--- config.mk ---
export PLATFORM = sky130hd
export DESIGN_NAME = rvsteel_gpio_input_filter_flat
export DESIGN_NICKNAME = d
export VERILOG_FILES = /design/src/rtl/rvsteel_gpio_input_filter_if.sv /design/src/rtl/rvsteel_gpio_input_filter.sv /design/src/flat_wrapper.sv
export SDC_FILE = /design/constraint.sdc
export NUM_CORES = 1
export LEC_CHECK = 0
export BUFFER_PORTS_ARGS = -buffer_cell sky130_fd_sc_hd__buf_4
export CORE_ASPECT_RATIO = 0.7
export CORE_MARGIN = 3
export CORE_UTILIZATION = 47
export CTS_CLUSTER_SIZE = 10
export DETAILED_ROUTE_END_ITERATION = 10
export PLACE_DENSITY = 0.82
export SYNTH_ARGS = -nofsm -noshare
export SYNTH_HDL_FRONTEND = slang
export SYNTH_SLANG_ARGS = --single-unit
--- constraint.sdc ---
create_clock -name clock -period 2.74 [get_ports clock]
set_input_delay 0.274 -clock clock [delete_from_list [all_inputs] [get_ports clock]]
set_output_delay 0.274 -clock clock [all_outputs]
set_load 0.05 [all_outputs]
--- src/rtl/rvsteel_gpio_input_filter_if.sv ---
`default_nettype none
// ============================================================================
// Module   : rvsteel_gpio_input_filter_if
// Brief    : Memory-mapped IO bus bundle for the GPIO input filter.
// Revision : 1.0 - initial release
// ============================================================================

interface rvsteel_gpio_input_filter_if;
  logic [31:0] rw_address;
  logic [31:0] read_data;
  logic        read_request;
  logic        read_response;
  logic [31:0] write_data;
  logic [3:0]  write_strobe;
  logic        write_request;
  logic        write_response;

  modport master (
    output rw_address, read_request, write_data, write_strobe, write_request,
    input  read_data, read_response, write_response
  );

  modport slave (
    input  rw_address, read_request, write_data, write_strobe, write_request,
    output read_data, read_response, write_response
  );
endinterface

`default_nettype wire

--- src/rtl/rvsteel_gpio_input_filter.sv ---
`default_nettype none
// ============================================================================
// Module   : rvsteel_gpio_input_filter
// Brief    : Per-pin synchronizer, programmable debounce and edge-to-interrupt
//            conditioning for raw GPIO pads, configured over the IO bus.
// Revision : 1.0 - initial release
// ============================================================================

module rvsteel_gpio_input_filter #(
  parameter int GPIO_WIDTH     = 2,
  parameter int SYNC_STAGES    = 2,
  parameter int DEBOUNCE_WIDTH = 16,
  parameter int DEBOUNCE_RESET = 1000
) (
  input  wire                          clock,
  input  wire                          reset,
  rvsteel_gpio_input_filter_if.slave   bus,
  input  wire [GPIO_WIDTH-1:0]         gpio_raw,
  output logic [GPIO_WIDTH-1:0]        gpio_filtered,
  output logic                         irq
);

  localparam logic [DEBOUNCE_WIDTH-1:0] c_limit_reset = DEBOUNCE_WIDTH'(DEBOUNCE_RESET);
  localparam logic [2:0] c_idx_limit   = 3'd0;
  localparam logic [2:0] c_idx_rise_en = 3'd1;
  localparam logic [2:0] c_idx_fall_en = 3'd2;
  localparam logic [2:0] c_idx_pending = 3'd3;
  localparam logic [2:0] c_idx_level   = 3'd4;

  logic [SYNC_STAGES-1:0][GPIO_WIDTH-1:0] r_sync_chain;
  logic [GPIO_WIDTH-1:0]     w_sync;
  logic [DEBOUNCE_WIDTH-1:0] r_cnt [GPIO_WIDTH];
  logic [DEBOUNCE_WIDTH-1:0] r_limit;
  logic [GPIO_WIDTH-1:0]     r_filtered_d;
  logic [GPIO_WIDTH-1:0]     r_rise_en;
  logic [GPIO_WIDTH-1:0]     r_fall_en;
  logic [GPIO_WIDTH-1:0]     r_pending;
  logic [GPIO_WIDTH-1:0]     w_set;
  logic [GPIO_WIDTH-1:0]     w_clear;
  logic [2:0]                w_index;
  logic                      w_aligned;
  logic                      w_read_en;
  logic                      w_write_en;
  logic [31:0]               w_read_mux;
  logic                      w_unused_bits;

  assign w_index    = bus.rw_address[4:2];
  assign w_aligned  = (bus.rw_address[1:0] == 2'b00);
  assign w_read_en  = bus.read_request && w_aligned;
  assign w_write_en = bus.write_request && w_aligned && (bus.write_strobe == 4'b1111);
  assign w_unused_bits = &{1'b0, bus.rw_address[31:5], bus.write_data};

  assign w_sync = r_sync_chain[SYNC_STAGES-1];

  always_ff @(posedge clock or negedge reset) begin
    if (!reset) begin
      r_sync_chain <= '0;
    end else begin
      r_sync_chain <= {r_sync_chain[SYNC_STAGES-2:0], gpio_raw};
    end
  end

  // Counter stops at LIMIT, so it can never wrap; >= makes a lowered LIMIT take effect at once.
  always_ff @(posedge clock or negedge reset) begin
    if (!reset) begin
      for (int i = 0; i < GPIO_WIDTH; i++) begin
        r_cnt[i] <= '0;
      end
      gpio_filtered <= '0;
    end else begin
      for (int i = 0; i < GPIO_WIDTH; i++) begin
        if (w_sync[i] == gpio_filtered[i]) begin
          r_cnt[i] <= '0;
        end else if (r_cnt[i] >= r_limit) begin
          gpio_filtered[i] <= w_sync[i];
          r_cnt[i]         <= '0;
        end else begin
          r_cnt[i] <= r_cnt[i] + 1'b1;
        end
      end
    end
  end

  assign w_set   = (gpio_filtered & ~r_filtered_d & r_rise_en)
                 | (~gpio_filtered & r_filtered_d & r_fall_en);
  assign w_clear = (w_write_en && (w_index == c_idx_pending)) ?
                   bus.write_data[GPIO_WIDTH-1:0] : '0;

  always_ff @(posedge clock or negedge reset) begin
    if (!reset) begin
      r_filtered_d <= '0;
      r_pending    <= '0;
    end else begin
      r_filtered_d <= gpio_filtered;
      r_pending    <= (r_pending & ~w_clear) | w_set;
    end
  end

  assign irq = |r_pending;

  always_comb begin
    w_read_mux = '0;
    case (w_index)
      c_idx_limit:   w_read_mux[DEBOUNCE_WIDTH-1:0] = r_limit;
      c_idx_rise_en: w_read_mux[GPIO_WIDTH-1:0]     = r_rise_en;
      c_idx_fall_en: w_read_mux[GPIO_WIDTH-1:0]     = r_fall_en;
      c_idx_pending: w_read_mux[GPIO_WIDTH-1:0]     = r_pending;
      c_idx_level:   w_read_mux[GPIO_WIDTH-1:0]     = w_sync;
      default:       w_read_mux = '0;
    endcase
  end

  always_ff @(posedge clock or negedge reset) begin
    if (!reset) begin
      r_limit            <= c_limit_reset;
      r_rise_en          <= '0;
      r_fall_en          <= '0;
      bus.read_data      <= '0;
      bus.read_response  <= 1'b0;
      bus.write_response <= 1'b0;
    end else begin
      bus.read_response  <= bus.read_request;
      bus.write_response <= bus.write_request;
      if (w_read_en) begin
        bus.read_data <= w_read_mux;
      end
      if (w_write_en) begin
        case (w_index)
          c_idx_limit:   r_limit   <= bus.write_data[DEBOUNCE_WIDTH-1:0];
          c_idx_rise_en: r_rise_en <= bus.write_data[GPIO_WIDTH-1:0];
          c_idx_fall_en: r_fall_en <= bus.write_data[GPIO_WIDTH-1:0];
          default: ;
        endcase
      end
    end
  end

endmodule

`default_nettype wire

--- src/flat_wrapper.sv ---
// flat-port wrapper written by rule: the top's interface ports become plain ports
module rvsteel_gpio_input_filter_flat 
#(
  parameter int GPIO_WIDTH     = 2,
  parameter int SYNC_STAGES    = 2,
  parameter int DEBOUNCE_WIDTH = 16,
  parameter int DEBOUNCE_RESET = 1000
)
  (clock, reset, gpio_raw, gpio_filtered, irq, bus_rw_address, bus_read_request, bus_write_data, bus_write_strobe, bus_write_request, bus_read_data, bus_read_response, bus_write_response);
  rvsteel_gpio_input_filter_if bus_i ();
  input  wire clock;
  input  wire reset;
  input  wire [GPIO_WIDTH-1:0] gpio_raw;
  output logic [GPIO_WIDTH-1:0] gpio_filtered;
  output logic irq;
  input wire logic [$bits(bus_i.rw_address)-1:0] bus_rw_address;
  input wire logic [$bits(bus_i.read_request)-1:0] bus_read_request;
  input wire logic [$bits(bus_i.write_data)-1:0] bus_write_data;
  input wire logic [$bits(bus_i.write_strobe)-1:0] bus_write_strobe;
  input wire logic [$bits(bus_i.write_request)-1:0] bus_write_request;
  output wire logic [$bits(bus_i.read_data)-1:0] bus_read_data;
  output wire logic [$bits(bus_i.read_response)-1:0] bus_read_response;
  output wire logic [$bits(bus_i.write_response)-1:0] bus_write_response;
  assign bus_i.rw_address = bus_rw_address;
  assign bus_i.read_request = bus_read_request;
  assign bus_i.write_data = bus_write_data;
  assign bus_i.write_strobe = bus_write_strobe;
  assign bus_i.write_request = bus_write_request;
  assign bus_read_data = bus_i.read_data;
  assign bus_read_response = bus_i.read_response;
  assign bus_write_response = bus_i.write_response;
  rvsteel_gpio_input_filter #(.GPIO_WIDTH(GPIO_WIDTH), .SYNC_STAGES(SYNC_STAGES), .DEBOUNCE_WIDTH(DEBOUNCE_WIDTH), .DEBOUNCE_RESET(DEBOUNCE_RESET)) u_core (.clock(clock), .reset(reset), .bus(bus_i), .gpio_raw(gpio_raw), .gpio_filtered(gpio_filtered), .irq(irq));
endmodule
==> flow_summary_export.csv <==
group,metric,value,unit
drt,drt.antenna.violating_nets,0,
synth,postSynthAreaPerCell,10.6,sq um
drt,routedWlPerCell,16.0,um
synth,synth-edff-count,0,
synth,synth_top_flop_cell,"sky130_fd_sc_hd__dfrtp_1",
synth,count_of_mapped_cells_out_of_synthesis,403,
final_layout,mostFrequentLayoutCell,"sky130_fd_sc_hd__dfrtp_1",
setup_path,worst-endpoint-arrival,2.54,ns
sta,finalHoldViolCount,0,
setup_path,crit_chain,"inv_1 -> ha_1 -> nand2_1 -> o21ai_0 -> a21oi_1 -> o21bai_2 -> nor3_1",
grt,vias_in_the_first_global_route,2996,
sta,setup-violations-final,0,
power,power_per_cell_area,587,mW/mm^2
placement,gp_congestion,0.866,
sta,max_slew_violation_count,0,
clock_network,root_buffer,"sky130_fd_sc_hd__clkbuf_16",
synth,async_flop_share,100,%
grt,track_usage,18.8,%
final_layout,final_cell_mix,"sky130_fd_sc_hd__dfrtp_1 (74), sky130_fd_sc_hd__buf_4 (52), sky130_fd_sc_hd__nand2_1 (38), sky130_fd_sc_hd__ha_1 (34), sky130_fd_sc_hd__nor2_1 (26)",
drt,via_total_after_detailed_routing,3131,
sta,fmaxAchievable,422,MHz
die,floorplan.initialDensity,49.5,%
power,power.ir.vdd_worst,276,uV
sta,worst_slew_pin_slew,0.977,ns
setup_path,timing.critical_path.required,2.92,ns
drt,residual_drc_count,0,
clock_network,clk_pin_slew_worst_paths,0.06,ns
synth,ys_types,46,
die,fp.dieArea,0.0103,sq mm
final_layout,insertedDiodeCount,0,
final_layout,final_net_count,562,
placement,dp_hpwl,6740,um
sta,rsz0062_at_grt,"no",
die,core_region,0.00865,sq mm
synth,synth_seq_area_share,46.9,%
setup_path,crit_path_max_fanout,16,
setup_path,critical_path.max_stage_delay,0.76,ns
die,num_io_pins,111,
die,chipHeight,85.9,um
grt,grt_start_max_net_pins,81,
drt,drt-pass1-iter-count,6,
drt,detailed_route_iter0_violations,315,
final_layout,final_layout_size_suffix_gt1_share,22.4,%
clock_network,cts_hold_buffers,0,
sta,period_minus_slack,2.37,ns
power,cellLeakagePower,2.48,nW
status,outcome,"completed",
drt,wirelength,9240,um
synth,netlist_area_pre_place,0.00428,sq mm
grt,grt_first_pass_wirelength,15200,um
grt,gr-total-overflow,0,
sta,finalSetupTns,0,ns
sta,finalWorstSetupSlack,0.371,ns
grt,antenna_found_initial,0,
die,placementRows,28,
run,maxCapViolCount,0,
sta,post-route-period-util,86.5,%
die,floorplan.die.width,120,um
clock_network,cts.repair_timing.setup_buffer_count,0,
placement,io_buffer_count,51,
clock_network,cts-root-to-sink-buffers,2,
setup_path,crit_path_end_kind,"flop",
setup_path,critical_path_class,"reg2reg",
clock_network,post_cts_resized,0,
clock_network,clock_tree_from_tritoncts,"built",
sta,finalClockSkew,0.00685,ns
clock_network,cts-htree-levels,3,
setup_path,slowest_stage_cell_on_the_critical_path,"sky130_fd_sc_hd__o21bai_2",
clock_network,numClockSinks,80,
synth,ys_seq_elements,80,
final_layout,syn_to_final_growth,17.5,%
synth,yosys_warnings,0,
clock_network,cts_made_buffers,9,
clock_network,clkLatencyLatePin,0.34,ns
sta,maxSlewHeadroom,34.8,%
setup_path,setup.worst_path.start_class,"flop",
worst_hold_path,hold_class,"in2reg",
drt,route.detailed.vias_per_inst,5.41,
placement,placement.setup.worst_slack,0.382,ns
## synthesized netlist by cell type, types with 2 or more instances
master / instances / share of area, %
sky130_fd_sc_hd__inv_1: 24 / 2.1
sky130_fd_sc_hd__a21oi_1: 14 / 1.6
sky130_fd_sc_hd__o21ai_1: 3 / 0.35
sky130_fd_sc_hd__nor3_2: 10 / 2.3
sky130_fd_sc_hd__nor2_1: 26 / 2.3
sky130_fd_sc_hd__nor3b_1: 2 / 0.35
sky130_fd_sc_hd__o211ai_1: 3 / 0.53
sky130_fd_sc_hd__nor4_1: 2 / 0.29
sky130_fd_sc_hd__nand2_1: 38 / 3.3
sky130_fd_sc_hd__mux2_2: 6 / 1.6
sky130_fd_sc_hd__clkbuf_1: 3 / 0.26
sky130_fd_sc_hd__xnor2_1: 9 / 1.8
sky130_fd_sc_hd__nand4_1: 5 / 0.73
sky130_fd_sc_hd__xor2_1: 21 / 4.3
sky130_fd_sc_hd__dfrtp_1: 74 / 43
sky130_fd_sc_hd__buf_4: 16 / 2.8
sky130_fd_sc_hd__mux4_2: 2 / 1.1
sky130_fd_sc_hd__nand3_1: 16 / 1.9
sky130_fd_sc_hd__ha_1: 34 / 9.9
sky130_fd_sc_hd__o21ai_0: 23 / 2.7
sky130_fd_sc_hd__buf_6: 3 / 0.79
sky130_fd_sc_hd__nor3_1: 9 / 1.1
sky130_fd_sc_hd__and4_1: 6 / 1.2
sky130_fd_sc_hd__nand3b_1: 3 / 0.53
sky130_fd_sc_hd__and3_1: 5 / 0.73
sky130_fd_sc_hd__dfstp_2: 6 / 3.7
sky130_fd_sc_hd__a31oi_1: 3 / 0.44
sky130_fd_sc_hd__nor2b_1: 2 / 0.29
sky130_fd_sc_hd__buf_2: 5 / 0.58
sky130_fd_sc_hd__a22o_1: 14 / 2.9
## flip-flops by register name, indices dropped and copies added (netlist names)
| name | flops |
|---|---|
| u_core.r_filtered_d | 2 |
| u_core.w_sync | 2 |
| u_core.r_sync_chain | 2 |
| u_core.gpio_filtered | 2 |
| u_core.bus.read_response | 1 |
| u_core.r_fall_en | 2 |
| u_core.bus.read_data | 16 |
| u_core.r_limit | 16 |
| u_core.r_rise_en | 2 |
| u_core.r_pending | 2 |
| u_core.bus.write_response | 1 |
| u_core.r_cnt | 32 |
## metrics by stage
| step | utilization, % | instances | area (sq um) | hold slack, ns | power [mW] |
|---|---|---|---|---|---|
| after detailed placement | 54.3 | 563 | 4690 | 0.336 | 1.65 |
| final | 58.2 | 579 | 5030 | 0.0467 | 2.96 |
| after global placement | 54.3 | 563 | 4690 | 0.337 | 1.63 |
| after floorplan | - | 418 | 4340 | -0.0216 | 1.53 |
| after global routing | 58.2 | 579 | 5030 | 0.0360 | 3.07 |
| after CTS | 58.2 | 579 | 5030 | 0.0357 | 2.98 |
## routing by layer
metal  up-vias  share of wire [%]  global-route usage [%]
li1       1491                  -                       -
met2       131                 43                    27.1
met4         0                1.6                    5.61
met1      1493                 47                    27.0
met5         -                  0                       0
met3        16                8.6                    6.39
## final cells by class
| cell class | instances | area, sq um |
|---|---|---|
| Fill cell | 689 | 3620 |
| Multi-Input combinational cell | 287 | 2050 |
| Sequential cell | 80 | 2010 |
| Timing Repair Buffer | 52 | 390 |
| Clock buffer | 10 | 239 |
| Tap cell | 120 | 150 |
| Clock inverter | 6 | 100 |
| Inverter | 24 | 90.1 |
## logic make-up (layout without fill, tap and decap cells)
kind of cell    after synthesis  count (layout)  share of synthesized area (%)
simple gates                135             135                           18.2
compound gates               63              63                           9.23
xor+xnor                     30              30                           6.14
other cells                   1              16                         0.0876
flops                        80              80                           46.9
fa+ha+maj                    34              34                           9.93
mux                           9               9                           2.98
buf+inv                      51              92                           6.54
## worst paths after layout
path | start | to | slack [ns] | depth (start not counted)
min in group asynchronous | reset | u_core.bus.read_data[3] | 0.09 | 1
hold reg to reg | u_core.r_sync_chain[1] | u_core.w_sync[1] | 0.35 | 0
setup / recovery | u_core.r_limit[7] | u_core.r_cnt[22] | 0.37 | 7
setup reg to reg | u_core.r_limit[7] | u_core.r_cnt[22] | 0.37 | 7
hold / removal | gpio_raw[1] | u_core.r_sync_chain[1] | 0.05 | 1
max in group asynchronous | reset | u_core.r_sync_chain[0] | 2.02 | 1
## critical path: cells and delay by family (launching register included)
kind	cells	cell delay, ns
AO/OA/AOI/OAI	3	1.05
flip-flops	1	0.53
adder cells (fa/ha/maj)	1	0.32
AND/OR/NAND/NOR	2	0.19
buffers and inverters	1	0.10
## where the power goes
| group | switching [mW] | internal (mW) |
|---|---|---|
| combinational | 0.243 | 0.112 |
| clock | 0.492 | 0.838 |
| sequential | 0.0379 | 1.23 |
Power figures use the tool's default switching activity.
